===== config.mk =====
export PLATFORM = sky130hd
export DESIGN_NAME = mips_multicycle_ctrl
export DESIGN_NICKNAME = d
export VERILOG_FILES = /design/src/rtl/mips_pkg.sv /design/src/rtl/mips_alu_decoder.sv /design/src/rtl/mips_multicycle_ctrl.sv
export SDC_FILE = /design/constraint.sdc
export NUM_CORES = 1
export LEC_CHECK = 0
export CORE_UTILIZATION = 40
export CTS_BUF_LIST = sky130_fd_sc_hd__clkbuf_8
export CTS_CLUSTER_DIAMETER = 50
export CTS_CLUSTER_SIZE = 16
export DETAILED_ROUTE_END_ITERATION = 8
export GPL_TIMING_DRIVEN = 1
export PLACE_DENSITY = 0.81
export SLEW_MARGIN = 20
export SYNTH_ARGS = -nofsm -noshare
export SYNTH_HDL_FRONTEND = slang
export SYNTH_SLANG_ARGS = --single-unit

===== constraint.sdc =====
create_clock -name clk -period 2.7 [get_ports clk]
set_input_delay 0.405 -clock clk [delete_from_list [all_inputs] [get_ports clk]]
set_output_delay 0.405 -clock clk [all_outputs]
set_load 0.02 [all_outputs]

===== src/rtl/mips_pkg.sv =====
// Shared opcode/funct encodings, ALU control codes and the controller state type
// for the multicycle MIPS control path.
package mips_pkg;

    localparam logic [5:0] OP_RTYPE = 6'b000000;
    localparam logic [5:0] OP_LW    = 6'b100011;
    localparam logic [5:0] OP_SW    = 6'b101011;
    localparam logic [5:0] OP_BEQ   = 6'b000100;
    localparam logic [5:0] OP_ADDI  = 6'b001000;
    localparam logic [5:0] OP_J     = 6'b000010;

    localparam logic [5:0] F_ADD = 6'b100000;
    localparam logic [5:0] F_SUB = 6'b100010;
    localparam logic [5:0] F_AND = 6'b100100;
    localparam logic [5:0] F_OR  = 6'b100101;
    localparam logic [5:0] F_SLT = 6'b101010;

    localparam logic [2:0] ALU_AND = 3'b000;
    localparam logic [2:0] ALU_OR  = 3'b001;
    localparam logic [2:0] ALU_ADD = 3'b010;
    localparam logic [2:0] ALU_SUB = 3'b011;
    localparam logic [2:0] ALU_SLT = 3'b111;

    // aluop selects between fixed add/sub and decoding the R-type funct field
    localparam logic [1:0] ALUOP_ADD   = 2'b00;
    localparam logic [1:0] ALUOP_SUB   = 2'b01;
    localparam logic [1:0] ALUOP_FUNCT = 2'b10;

    typedef enum logic [3:0] {
        FETCH   = 4'd0,
        DECODE  = 4'd1,
        MEMADR  = 4'd2,
        MEMRD   = 4'd3,
        MEMWB   = 4'd4,
        MEMWR   = 4'd5,
        RTYPEEX = 4'd6,
        RTYPEWB = 4'd7,
        BEQEX   = 4'd8,
        ADDIEX  = 4'd9,
        ADDIWB  = 4'd10,
        JEX     = 4'd11
    } ctrl_state_t;

endpackage


===== src/rtl/mips_alu_decoder.sv =====
// Combinational ALU control decode: fixed add/sub, or R-type funct lookup with a
// flag for funct codes the ALU does not implement.
module mips_alu_decoder
    import mips_pkg::*;
(
    input  logic [1:0] aluop,
    input  logic [5:0] funct,
    output logic [2:0] aluctrl,
    output logic       funct_bad
);

    always_comb begin
        aluctrl   = ALU_ADD;
        funct_bad = 1'b0;
        case (aluop)
            ALUOP_SUB: aluctrl = ALU_SUB;
            ALUOP_FUNCT: begin
                case (funct)
                    F_ADD:   aluctrl = ALU_ADD;
                    F_SUB:   aluctrl = ALU_SUB;
                    F_AND:   aluctrl = ALU_AND;
                    F_OR:    aluctrl = ALU_OR;
                    F_SLT:   aluctrl = ALU_SLT;
                    default: funct_bad = 1'b1;
                endcase
            end
            default: aluctrl = ALU_ADD;
        endcase
    end

endmodule


===== src/rtl/mips_multicycle_ctrl.sv =====
// Multicycle MIPS controller: Moore FSM driving datapath enables and muxes, with
// combinational ALU decode and branch-qualified PC enable.
module mips_multicycle_ctrl
    import mips_pkg::*;
#(
    parameter bit ENABLE_ADDI = 1'b1,
    parameter bit ENABLE_J    = 1'b1
) (
    input  logic       clk,
    input  logic       rst_n,
    input  logic [5:0] op,
    input  logic [5:0] funct,
    input  logic       zero,
    output logic       iord,
    output logic       memwrite,
    output logic       irwrite,
    output logic       regdst,
    output logic       memtoreg,
    output logic       regwrite,
    output logic       alusrca,
    output logic [1:0] alusrcb,
    output logic [2:0] aluCtrl,
    output logic [1:0] pcsrc,
    output logic       pcen,
    output logic       illegal_op,
    output logic [3:0] state_dbg
);

    ctrl_state_t state, state_next;
    logic        funct_bad_q;
    logic [1:0]  aluop;
    logic        funct_bad;
    logic        pcwrite, branch;
    logic        memwrite_s, irwrite_s, regwrite_s, illegal_s;
    logic        is_mem, is_rtype, is_beq, is_addi, is_j, op_known;

    assign is_mem   = (op == OP_LW) || (op == OP_SW);
    assign is_rtype = (op == OP_RTYPE);
    assign is_beq   = (op == OP_BEQ);
    assign is_addi  = ENABLE_ADDI && (op == OP_ADDI);
    assign is_j     = ENABLE_J && (op == OP_J);
    assign op_known = is_mem || is_rtype || is_beq || is_addi || is_j;

    always_ff @(posedge clk or negedge rst_n) begin
        if (!rst_n) begin
            state <= FETCH;
        end else begin
            state <= state_next;
        end
    end

    // Remembers an unimplemented funct so the following write-back is suppressed
    always_ff @(posedge clk or negedge rst_n) begin
        if (!rst_n) begin
            funct_bad_q <= 1'b0;
        end else if (state == RTYPEEX) begin
            funct_bad_q <= funct_bad;
        end
    end

    always_comb begin
        state_next = FETCH;
        case (state)
            FETCH: state_next = DECODE;
            DECODE: begin
                if (is_mem)        state_next = MEMADR;
                else if (is_rtype) state_next = RTYPEEX;
                else if (is_beq)   state_next = BEQEX;
                else if (is_addi)  state_next = ADDIEX;
                else if (is_j)     state_next = JEX;
                else               state_next = FETCH;
            end
            MEMADR:  state_next = (op == OP_SW) ? MEMWR : MEMRD;
            MEMRD:   state_next = MEMWB;
            RTYPEEX: state_next = RTYPEWB;
            ADDIEX:  state_next = ADDIWB;
            default: state_next = FETCH;
        endcase
    end

    // Mux defaults match FETCH so that unused encodings present FETCH values with no writes
    always_comb begin
        iord       = 1'b0;
        memwrite_s = 1'b0;
        irwrite_s  = 1'b0;
        regdst     = 1'b0;
        memtoreg   = 1'b0;
        regwrite_s = 1'b0;
        alusrca    = 1'b0;
        alusrcb    = 2'b01;
        aluop      = ALUOP_ADD;
        pcsrc      = 2'b00;
        pcwrite    = 1'b0;
        branch     = 1'b0;
        illegal_s  = 1'b0;
        case (state)
            FETCH: begin
                irwrite_s = 1'b1;
                pcwrite   = 1'b1;
            end
            DECODE: begin
                alusrcb   = 2'b11;
                illegal_s = !op_known;
            end
            MEMADR: begin
                alusrca = 1'b1;
                alusrcb = 2'b10;
            end
            MEMRD: iord = 1'b1;
            MEMWB: begin
                regwrite_s = 1'b1;
                memtoreg   = 1'b1;
            end
            MEMWR: begin
                iord       = 1'b1;
                memwrite_s = 1'b1;
            end
            RTYPEEX: begin
                alusrca   = 1'b1;
                alusrcb   = 2'b00;
                aluop     = ALUOP_FUNCT;
                illegal_s = funct_bad;
            end
            RTYPEWB: begin
                regwrite_s = !funct_bad_q;
                regdst     = 1'b1;
            end
            BEQEX: begin
                alusrca = 1'b1;
                alusrcb = 2'b00;
                aluop   = ALUOP_SUB;
                branch  = 1'b1;
                pcsrc   = 2'b01;
            end
            ADDIEX: begin
                alusrca = 1'b1;
                alusrcb = 2'b10;
            end
            ADDIWB: regwrite_s = 1'b1;
            JEX: begin
                pcwrite = 1'b1;
                pcsrc   = 2'b10;
            end
            default: irwrite_s = 1'b0;
        endcase
    end

    mips_alu_decoder u_alu_decoder (
        .aluop     (aluop),
        .funct     (funct),
        .aluctrl   (aluCtrl),
        .funct_bad (funct_bad)
    );

    // Enables are qualified by rst_n so they drop the instant reset asserts
    assign memwrite   = rst_n && memwrite_s;
    assign irwrite    = rst_n && irwrite_s;
    assign regwrite   = rst_n && regwrite_s;
    assign illegal_op = rst_n && illegal_s;
    assign pcen       = rst_n && (pcwrite || (branch && zero));
    assign state_dbg  = state;

endmodule


==> out/summary.txt <==
Status = complete, no violations
Fin crit share = 93.3%
Number of max-cap violations = 0
Flops & latches, synth = 5
Worst EP required = 2.30 ns
Max rail drop VDD = 0.472 mV
# setup viols final = 0
Tmin final = 2.52 ns
Skew final = 0.00309 ns
Warning count from the yosys run = 0
Routability-driven placement congestion ratio = 0.825
Slowest stage delay, CP = 0.59 ns
DP Wirelength = 1.71 mm
Final Max Tran Viols = 0
Crit path max-delay family = buffers and inverters
GRT Resource Usage Total = 26.6%
CTS tree = done
Worst Max-Slew Pin Slew = 0.325 ns
Leakage Power = 0.490 nW
First-pass GRT wire length = 3.68 mm
DRC = 0
Min-Delay Path Class = input pin to asynchronous set/reset pin
Crit start category = flip-flop
Most frequent cells after synthesis = nor2_1 (11), nand2b_1 (8), nor3_1 (8)
Initial antenna violation count = 0
Final Instance Area = 0.00117 mm²
Placed instance area = 0.00112 mm²
Top FF cell, synth = dfrtp_1
Via count = 895
Post-Synthesis Cells = 91
Largest net degree at the start of global routing = 15
Overall die height = 43.0 µm
Yosys top cell by area = dfrtp_1
Worst-path clk slew = 0.04 ns
Clk sinks = 5
Port bufs = 34
Root Buffer = clkbuf_8
Synth Cell Area = 673 µm²
CP max FO = 4
Post-Route WL = 2.21 mm
Kind of critical path = flip-flop to output port
Asr flop ratio synth = 100%
Post-synth EDFFs = 0
1st-iter DRT viols = 28
Mapped Avg Cell Area = 7.40 µm²
Largest cells by area after synthesis = dfrtp_1 (19%), nand2b_1 (7.4%), nor2_1 (6.1%)
Syn nets = 109
Total Neg Setup Slack = 0 ns
Worst-skew pair later-pin latency = 0.22 ns
Max-Slew Margin vs Limit = 78.2%
Fmax = 397 MHz
P&R area growth vs syn = 73.4%
Netlist cell types = 37
Initial Util = 43.7%
CP max stage cell = clkdlybuf4s50_1
Max clock buf depth = 2
CP Cell Sequence = nor2b_1, nand3_1, inv_1, ha_1, a21bo_2, nand2_1, clkdlybuf4s50_1
WP buf/inv = 2
# IOs = 35
Grt ovf = 0
Post-CTS Hold Fix Bufs = 0
Diode count = 0
Length of the first detailed-routing pass in iterations = 4
Vias in the first global route = 827
RSZ-0062 raised after global routing = no
Top-area cell type share of the netlist area = 18.6%
Critical Path AT = 2.11 ns
Via/cell ratio = 5.70
Pwr per Cell Area = 706 mW/mm²
Total core area = 0.00154 mm²
Layout cells sized above 1 = 19.9%
Core Rows = 14
Wirelength per Cell = 14.1 µm
Sequential area share after synthesis = 18.6%
Final Hold Vio Count = 0
Routed Antenna Nets = 0
Layout Nets = 160
Die Wd = 43.0 µm
CTS buffer count = 3
Most frequent cell after synthesis = nor2_1
H-tree depth = 1
Die ar. = 0.00185 mm²
Crit end category = output port
Worst reg2reg setup slack = 0.87 ns
==> per-layer routing <==
metal | vias to the layer above | global-route usage [%] | wire length (µm)
met1 | 416 | 33.0 | 982
met3 | 4 | 2.98 | 92
met5 | - | 0 | 0
met4 | 0 | 14.5 | 40
met2 | 40 | 44.2 | 1100
li1 | 435 | - | -
==> final cells by class <==
cell class              instances  area (µm²)
multi-input cells              78         507
repair buffers                 50         455
fillers                       113         374
flip-flops and latches          5         125
clock buffers                   3        41.3
well taps                      16        20.0
inverters                       4        15.0
clock inverters                 1        3.75
==> placed cells by master (no fill, tap or decap), types with 2 or more instances in the layout <==
cell,count
inv_1,4
buf_4,16
nor2_1,11
nand2b_1,8
nand2_1,4
a21o_1,2
nand3_1,5
a21oi_1,4
dfrtp_1,5
xnor2_1,2
nor3_1,7
clkdlybuf4s50_1,33
o21ai_0,5
a31oi_1,2
nor2b_1,2
nor3b_1,2
clkbuf_8,3
o22ai_1,2
nor4_1,2
ha_1,3
==> flip-flops by register name (all words and copies together), names as in the netlist <==
name and count:
state_dbg 4, funct_bad_q 1
==> per-stage QoR <==
step | std cells | utilization [%] | worst slack (ns) | total power, mW | hold slack [ns]
6_report | 157 | 75.7 | 0.180 | 0.825 | 0.380
5_1_grt | 157 | 75.7 | 0.0584 | 0.873 | 0.384
4_1_cts | 157 | 75.6 | 0.0506 | 0.821 | 0.376
3_5_place_dp | 153 | 72.8 | 0.0435 | 0.684 | 0.479
3_3_place_gp | 153 | 72.8 | 0.0729 | 0.671 | 0.466
2_1_floorplan | 91 | - | 0.393 | 0.437 | 0.109
==> kinds of logic after synthesis <==
group | count (synthesis) | synth area share (%)
adder cells (fa/ha/maj) | 3 | 5.58
AND/OR/NAND/NOR | 45 | 34.9
buffers and inverters | 8 | 6.88
multiplexers | 1 | 1.49
XOR/XNOR | 3 | 3.90
AO/OA/AOI/OAI | 26 | 28.6
flip-flops | 5 | 18.6
==> repair_timing <==
| action | CTS | global route |
|---|---|---|
| gates resized for setup | 1 | 3 |
| buffers inserted | 0 | 0 |
| setup endpoints to repair | 1 | 2 |
| pin swaps | 0 | 0 |
| hold endpoints to repair | 0 | 0 |
==> report_power, final <==
group	total (mW)	switching (mW)	internal, mW	leakage [nW]
logic	0.577	0.313	0.263	0.397
registers	0.114	0.0201	0.0934	0.0670
clock network	0.134	0.0369	0.0975	0.0269
==> worst paths after layout <==
path                                              start                       to  depth (start not counted)
worst max-delay path             state_dbg[3]$_DFF_PN0_               aluCtrl[1]                          7
worst min-delay path                              rst_n   state_dbg[0]$_DFF_PN0_                          1
worst max register to register   state_dbg[3]$_DFF_PN0_  funct_bad_q$_DFFE_PN0P_                          8
worst min register to register  funct_bad_q$_DFFE_PN0P_  funct_bad_q$_DFFE_PN0P_                          1
max in group asynchronous                         rst_n   state_dbg[2]$_DFF_PN0_                          2
min in group clk                funct_bad_q$_DFFE_PN0P_  funct_bad_q$_DFFE_PN0P_                          1
Note: power is estimated with default switching activity, not from simulation.
